<file path="src/rtl/key_scan_ctrl.sv">
// key_scan_ctrl: debounce scheduler for a bank of active-low push keys.
// One timer is shared by all keys. Falling edges are latched as pending
// requests and served one at a time in round-robin order. A served press
// is confirmed or discarded, then classified as short or long. The result
// leaves on a valid/ready event port, and an accepted short press toggles
// that key's LED.
module key_scan_ctrl #(
    parameter int N_KEYS      = 4,
    parameter int DEB_CYCLES  = 10,
    parameter int LONG_CYCLES = 1000
) (
    input  logic                      clk,
    input  logic                      rst,
    input  logic [N_KEYS-1:0]         i_key_n,
    input  logic                      i_evt_ready,
    output logic                      o_evt_valid,
    output logic [$clog2(N_KEYS)-1:0] o_evt_key,
    output logic                      o_evt_long,
    output logic [N_KEYS-1:0]         o_led,
    output logic                      o_busy
);

    localparam int KW = $clog2(N_KEYS);
    localparam int CW = $clog2(LONG_CYCLES + 1);

    localparam logic [CW-1:0] DEB_C  = CW'(DEB_CYCLES);
    localparam logic [CW-1:0] HOLD_C = CW'(DEB_CYCLES + 1);
    localparam logic [CW-1:0] LONG_C = CW'(LONG_CYCLES);
    localparam logic [CW-1:0] ONE_C  = CW'(1);

    typedef enum logic [2:0] {
        ST_IDLE     = 3'd0,
        ST_DEB      = 3'd1,
        ST_SAMPLE   = 3'd2,
        ST_HOLD     = 3'd3,
        ST_EMIT     = 3'd4,
        ST_WAIT_REL = 3'd5
    } state_t;

    // synchroniser chain; s3 only serves edge detection
    logic [N_KEYS-1:0] r_s1, r_s2, r_s3;
    logic [N_KEYS-1:0] r_pend;

    state_t            r_state;
    logic [KW-1:0]     r_grant;
    logic [KW-1:0]     r_rr_ptr;
    logic [CW-1:0]     r_cnt;
    logic              r_evt_valid;
    logic [KW-1:0]     r_evt_key;
    logic              r_evt_long;
    logic [N_KEYS-1:0] r_led;
    logic              r_busy;

    logic [N_KEYS-1:0] w_fall;
    logic [N_KEYS-1:0] w_set;
    logic [N_KEYS-1:0] w_clr;
    logic              w_pick_vld;
    logic [KW-1:0]     w_pick;
    int                w_idx;
    logic [CW-1:0]     w_cnt_inc;
    logic              w_rel;

    assign w_fall    = ~r_s2 & r_s3;
    assign w_cnt_inc = (r_cnt == '1) ? r_cnt : r_cnt + ONE_C;
    assign w_rel     = r_s2[r_grant];

    // two-flop synchroniser plus history flop, released (1) after reset
    always_ff @(posedge clk) begin
        if (!rst) begin
            r_s1 <= '1;
            r_s2 <= '1;
            r_s3 <= '1;
        end else begin
            r_s1 <= i_key_n;
            r_s2 <= r_s1;
            r_s3 <= r_s2;
        end
    end

    // round-robin pick: first pending key after rr_ptr; smallest offset wins
    always_comb begin
        w_pick_vld = 1'b0;
        w_pick     = '0;
        w_idx      = 0;
        for (int k = N_KEYS; k >= 1; k--) begin
            w_idx = int'(r_rr_ptr) + k;
            if (w_idx >= N_KEYS) w_idx = w_idx - N_KEYS;
            if (r_pend[w_idx]) begin
                w_pick_vld = 1'b1;
                w_pick     = KW'(w_idx);
            end
        end
    end

    // pending set/clear masks; an edge on the key in service is ignored
    always_comb begin
        w_set = w_fall;
        w_clr = '0;
        if (r_state != ST_IDLE) w_set[r_grant] = 1'b0;
        if (r_state == ST_IDLE && w_pick_vld) w_clr[w_pick] = 1'b1;
    end

    // pending request register; clear has priority over a same-cycle set
    always_ff @(posedge clk) begin
        if (!rst) r_pend <= '0;
        else      r_pend <= (r_pend | w_set) & ~w_clr;
    end

    // service FSM with registered event, LED and busy outputs
    always_ff @(posedge clk) begin
        if (!rst) begin
            r_state     <= ST_IDLE;
            r_grant     <= '0;
            r_rr_ptr    <= KW'(N_KEYS - 1);
            r_cnt       <= '0;
            r_evt_valid <= 1'b0;
            r_evt_key   <= '0;
            r_evt_long  <= 1'b0;
            r_led       <= '0;
            r_busy      <= 1'b0;
        end else begin
            case (r_state)
                ST_IDLE: begin
                    if (w_pick_vld) begin
                        r_grant  <= w_pick;
                        r_rr_ptr <= w_pick;
                        r_cnt    <= ONE_C;
                        r_busy   <= 1'b1;
                        r_state  <= ST_DEB;
                    end
                end
                ST_DEB: begin
                    if (r_cnt >= DEB_C) r_state <= ST_SAMPLE;
                    else                r_cnt   <= w_cnt_inc;
                end
                ST_SAMPLE: begin
                    if (w_rel) begin
                        // bounce or glitch: drop without an event
                        r_busy  <= 1'b0;
                        r_state <= ST_IDLE;
                    end else begin
                        r_cnt   <= HOLD_C;
                        r_state <= ST_HOLD;
                    end
                end
                ST_HOLD: begin
                    if (w_rel) begin
                        r_evt_valid <= 1'b1;
                        r_evt_key   <= r_grant;
                        r_evt_long  <= 1'b0;
                        r_state     <= ST_EMIT;
                    end else if (r_cnt >= LONG_C) begin
                        // long press is reported without waiting for release
                        r_evt_valid <= 1'b1;
                        r_evt_key   <= r_grant;
                        r_evt_long  <= 1'b1;
                        r_state     <= ST_EMIT;
                    end else begin
                        r_cnt <= w_cnt_inc;
                    end
                end
                ST_EMIT: begin
                    if (i_evt_ready) begin
                        r_evt_valid <= 1'b0;
                        if (r_evt_long) begin
                            r_state <= ST_WAIT_REL;
                        end else begin
                            r_led[r_grant] <= ~r_led[r_grant];
                            r_busy         <= 1'b0;
                            r_state        <= ST_IDLE;
                        end
                    end
                end
                ST_WAIT_REL: begin
                    if (w_rel) begin
                        r_busy  <= 1'b0;
                        r_state <= ST_IDLE;
                    end
                end
                default: begin
                    r_evt_valid <= 1'b0;
                    r_busy      <= 1'b0;
                    r_state     <= ST_IDLE;
                end
            endcase
        end
    end

    assign o_evt_valid = r_evt_valid;
    assign o_evt_key   = r_evt_key;
    assign o_evt_long  = r_evt_long;
    assign o_led       = r_led;
    assign o_busy      = r_busy;

endmodule
</file>
<file path="config.mk">
export PLATFORM = sky130hd
export DESIGN_NAME = key_scan_ctrl
export DESIGN_NICKNAME = d
export VERILOG_FILES = /design/src/rtl/key_scan_ctrl.sv
export SDC_FILE = /design/constraint.sdc
export NUM_CORES = 1
export LEC_CHECK = 0
export CAP_MARGIN = 20
export CORE_MARGIN = 3
export CORE_UTILIZATION = 30
export CTS_BUF_LIST = sky130_fd_sc_hd__clkbuf_4 sky130_fd_sc_hd__clkbuf_8
export DETAILED_ROUTE_END_ITERATION = 12
export PLACE_DENSITY = 0.46
export RECOVER_POWER = 25
export SLEW_MARGIN = 40
export SYNTH_ARGS = -nofsm -noshare
export SYNTH_HDL_FRONTEND = slang
export SYNTH_SLANG_ARGS = --single-unit
</file>
<file path="constraint.sdc">
create_clock -name clk -period 3.85 [get_ports clk]
set_input_delay 0.9625 -clock clk [delete_from_list [all_inputs] [get_ports clk]]
set_output_delay 0.9625 -clock clk [all_outputs]
set_load 0.05 [all_outputs]
</file>
-- Word level (Yosys, flattened, before mapping)
Cells that the tools add are included.
- order comparisons: 14
- add/subtract/negate cells: 9
- multiplexer cells: 63
- bitwise logic cells: 11
- equality and inequality tests: 17
- reductions and logical operators: 17
- operators by type and width (kind ; count):
    $lt A32 B4 Y1 const B ; 4
    $mux W32 ; 4
    $mux W10 ; 6
    $pmux W10 S4 ; 1
    $mux W1 ; 24
    $mux W3 ; 7
    $ne A2 B2 Y1 const B ; 9
    $pmux W3 S6 ; 1
    $mux W2 ; 7
    $and A4 B4 Y4 ; 3
    $bmux W1 S2 ; 6
    $not A4 Y4 ; 3
    $sub A3 B3 Y4 const B ; 3
    $add A10 B1 Y10 const B ; 1
    $eq A10 B10 Y1 const B ; 1
    $ge A10 B10 Y1 const B ; 1
    $ge A10 B4 Y1 const B ; 1
    $reduce_and A5 Y1 ; 2
    $ge A3 B3 Y1 const B ; 3
    $mux W4 ; 2
    $add A2 B2 Y3 const B ; 2
    $eq A3 B2 Y1 const B ; 2
    $eq A3 B3 Y1 const B ; 2
    $lt A2 B3 Y1 const B ; 2
    24 further kinds ; 34
- logic and storage cells: 144
- input bits: 7
- bits in registers: 42

-- Longest topological paths before layout
- depth after elaboration: 17
- mapped depth: 8
- depth with buffers taken out: 7

-- Worst setup path after synthesis
OpenSTA, ideal clock, no wires.
- path kind: input -> register
- from: input port rst
- to: register r_evt_valid (netlist: o_evt_valid)
- arrival time: 1.842 ns
- buffers on the path: 2
- setup slack: 1.894 ns
- library setup time: 0.114 ns
- cell stages on the path: 4
- path through: clkbuf_1 -> inv_1 -> clkbuf_1 -> a2111oi_0
- RTL lines (element ; RTL line ; text):
    from (decl) ; 13 ; input logic rst,
    to (signal assigned) ; 116 ; r_evt_valid <= 1'b0;
    to (signal assigned) ; 148 ; r_evt_valid <= 1'b1;
    to (signal assigned) ; 154 ; r_evt_valid <= 1'b1;
    to (decl) ; 48 ; logic r_evt_valid;
No word-level cell between the ends.

==> impl_metrics.env <==
export IMPL_outcome="completed"
export IMPL_drive_above_1_share_pct=7.950
export IMPL_place_detailed_hpwl_mm=3.168
export IMPL_cts_clk_slew_worst_paths_ns=0.09
export IMPL_vias_in_the_first_global_route=1552
export IMPL_synth_area_sq_mm=0.001964
export IMPL_asyncSetResetFlopFracSynth_pct=0
export IMPL_synth_compound_area_share_pct=21.08
export IMPL_syn_inst=225
export IMPL_worstPathMaxFanout=27
export IMPL_clk_path_buf_depth=2
export IMPL_yosysWarningCount=0
export IMPL_slew_violations=0
export IMPL_grt_first_pass_wirelength_mm=8.010
export IMPL_grt_start_max_net_pins=28
export IMPL_yosys_area_share_adder_pct=1.274
export IMPL_synth_area_top_cells="sky130_fd_sc_hd__dfxtp_1, sky130_fd_sc_hd__nand2b_1, sky130_fd_sc_hd__a21oi_1"
export IMPL_worst_endpoint_required_ns=4.08
export IMPL_h_tree_depth=2
export IMPL_finalSetupTns_ns=0
export IMPL_hold_start="r_s1[2]"
export IMPL_antenna_found_initial=0
export IMPL_dieHeight_um=86.92
export IMPL_port_bufs=15
export IMPL_postSynthAreaPerCell_sq_um=8.731
export IMPL_fp_dieW_um=86.92
export IMPL_number_of_cells_on_the_worst_reg_to_reg_path=5
export IMPL_launching_point_of_the_worst_reg2reg_path="r_grant[0]"
export IMPL_clock_buffers_created_by_tritoncts=5
export IMPL_min_path_cells=1
export IMPL_avgRoutedWirePerCell_um=14.54
export IMPL_floorplan_core_area_sq_mm=0.006131
export IMPL_synth_top_cell_area_share_pct=42.80
export IMPL_grt_setup_unrepaired="false"
export IMPL_initial_core_utilization_pct=32.04
export IMPL_worst_setup_path_type="primary input to flop"
export IMPL_track_usage_pct=13.55
export IMPL_route_detailed_drc=0
export IMPL_synth_simple_gate_area_share_pct=25.03
export IMPL_finClkSkew_ns=0.005861
export IMPL_postRouteWirelength_mm=4.566
export IMPL_number_of_flops_mapped_to_enable_cells_by_yosys=0
export IMPL_final_hold_violation_count=0
export IMPL_min_period_ns=2.625
export IMPL_critPathLaunchType="primary input"
export IMPL_synth_distinct_cells=52
export IMPL_finalSetupViolations=0
export IMPL_worstMarginPinSlew_ns=1.187
export IMPL_holdBufCountCts=0
export IMPL_clockRootBuffer="sky130_fd_sc_hd__clkbuf_8"
export IMPL_yosys_register_bits=42
export IMPL_worstHoldEndpoint="r_s2[2]"
export IMPL_clock_sink_count=42
export IMPL_drv_max_cap_violation_count=0
export IMPL_design_power_total_w=0.001020
export IMPL_global_route_overflow_total=0
export IMPL_combinational_family_with_the_most_area_after_synthesis="simple AND/OR/NAND/NOR gates"
export IMPL_number_of_design_rule_violations_left_by_the_first_detailed_router_iteration=71
export IMPL_synth_area_leader_cell="sky130_fd_sc_hd__dfxtp_1"
export IMPL_layout_common_cells="sky130_fd_sc_hd__dfxtp_1, sky130_fd_sc_hd__nand2_1, sky130_fd_sc_hd__nor2_1, sky130_fd_sc_hd__nand2b_1, sky130_fd_sc_hd__a21oi_1"
export IMPL_r2r_slack_ns=1.58
export IMPL_detail_route_first_pass_iterations=4
export IMPL_ant_nets=0
export IMPL_clkLatencyLatePin_ns=0.30
export IMPL_power_leakage_nw=0.7765
export IMPL_timing_critical_path_arrival_ns=2.86
export IMPL_synth_seq_area_share_pct=42.80
export IMPL_die_area_sq_mm=0.007555
export IMPL_crit_path_end_kind="flop"
export IMPL_gp_congestion=0.8142
export IMPL_cts_tree="done"
export IMPL_cts_setup_buffers=0
export IMPL_syn_to_final_growth_pct=15.48
export IMPL_slew_limit_headroom_pct=20.87
export IMPL_power_density_mw_per_mm2=449.6
export IMPL_vdd_ir_drop_worst_mv=0.1671
export IMPL_post_synth_mux_area_share_pct=3.758
export IMPL_critical_path_startpoint="rst"
export IMPL_floorplan_rows=28
export IMPL_avgViaCountPerCell=5.229
export IMPL_layout_cells_most_common="sky130_fd_sc_hd__dfxtp_1"
export IMPL_critical_path_reg2reg_endpoint="r_cnt[7]"
export IMPL_holdCritPathClass="flop to flop"
export IMPL_route_vias_total=1642
export IMPL_io_pins=16
export IMPL_mappedNetlistNets=234
export IMPL_synthFlopType="sky130_fd_sc_hd__dfxtp_1"
export IMPL_antenna_cells=0
export IMPL_synth_xor_area_share_pct=2.229
export IMPL_num_fill_cells=622
export IMPL_cts_repair_resized=0
export IMPL_fin_crit_sh_pct=68.17
export IMPL_design_final_nets=247
export IMPL_fmax_mhz=381.0
[power by group]
| part | switching [W] | internal (W) |
|---|---|---|
| Combinational | 0.000117 | 0.0000768 |
| Sequential | 0.0000481 | 0.000463 |
| Clock | 0.000179 | 0.000135 |
| Total | 0.000345 | 0.000675 |
[synth_stat cells (4+ instances only)]
cell type and number:
sky130_fd_sc_hd__nand2_1 18, sky130_fd_sc_hd__clkbuf_1 9, sky130_fd_sc_hd__dfxtp_1 42, sky130_fd_sc_hd__nor3_1 5
sky130_fd_sc_hd__o21ai_0 15, sky130_fd_sc_hd__or3_1 5, sky130_fd_sc_hd__nor4_1 4, sky130_fd_sc_hd__nand3_1 5
sky130_fd_sc_hd__nor3b_1 4, sky130_fd_sc_hd__a21oi_1 17, sky130_fd_sc_hd__nor2_1 17, sky130_fd_sc_hd__xor2_1 4
sky130_fd_sc_hd__mux2i_1 4, sky130_fd_sc_hd__inv_1 8, sky130_fd_sc_hd__nand2b_1 17
[how the worst max path moves through the flow]
| stage | end | slack, ns | cells past startpoint |
|---|---|---|---|
| floorplan | o_evt_valid | 1.89 | 4 |
| global placement | o_led[3] | 1.22 | 6 |
| detailed placement | o_led[1] | 1.24 | 6 |
| CTS | o_evt_long | 1.29 | 1 |
| global route | r_cnt[3] | 0.98 | 4 |
| finish | o_busy | 1.23 | 4 |
[layer usage]
| layer | track usage [%] | vias to the layer above | routed length (um) | part of all wire [%] |
|---|---|---|---|---|
| li1 | - | 847 | - | - |
| met1 | 20.08 | 746 | 2345 | 51 |
| met2 | 18.98 | 43 | 1913 | 42 |
| met3 | 3.500 | 6 | 246 | 5.4 |
| met4 | 4.249 | 0 | 60 | 1.3 |
| met5 | 0 | - | 0 | 0 |
[cells by family (layout without fill, tap and decap cells)]
family                   after synthesis  after routing
AND/OR/NAND/NOR                       90             90
AO/OA/AOI/OAI                         62             62
flip-flops                            42             42
buffers and inverters                 18             32
multiplexers                           6              6
XOR/XNOR                               5              5
adder cells (fa/ha/maj)                2              2
[worst max-delay path: stages]
cell and delay, ns:
sky130_fd_sc_hd__dlygate4sd3_1 0.54, sky130_fd_sc_hd__clkbuf_1 0.88, sky130_fd_sc_hd__o221ai_1 0.29, sky130_fd_sc_hd__a21oi_1 0.18
[cell type report]
cell class | count | area [sq um] | share of cell area, %
multi-input combinational | 165 | 1055 | 46.50
sequential | 42 | 840.8 | 37.07
timing repair buffer | 16 | 153.9 | 6.784
tap | 75 | 93.84 | 4.137
clock buffer | 5 | 68.82 | 3.034
inverter | 8 | 30.03 | 1.324
clock inverter | 3 | 26.28 | 1.158
[stage by stage]
step	hold slack, ns	setup WS [ns]	cells	instance area (sq um)	util (%)
after floorplan	0.3863	1.894	225	1964	-
after global placement	0.3876	1.225	306	2171	35.41
after detailed placement	0.3976	1.239	306	2177	35.51
after CTS	0.4220	1.288	314	2272	37.06
after global routing	0.4600	0.9811	314	2268	37.00
final	0.4181	1.225	314	2268	37.00
[flip-flops by register name (all words and copies together), names as in the netlist]
| signal | flops |
|---|---|
| o_led | 4 |
| r_s3 | 4 |
| o_evt_key | 2 |
| r_rr_ptr | 2 |
| r_s2 | 4 |
| o_evt_long | 1 |
| r_grant | 2 |
| o_evt_valid | 1 |
| r_s1 | 4 |
| o_busy | 1 |
| r_state | 3 |
| r_pend | 4 |
| r_cnt | 10 |
(Power assumes the default switching activity.)
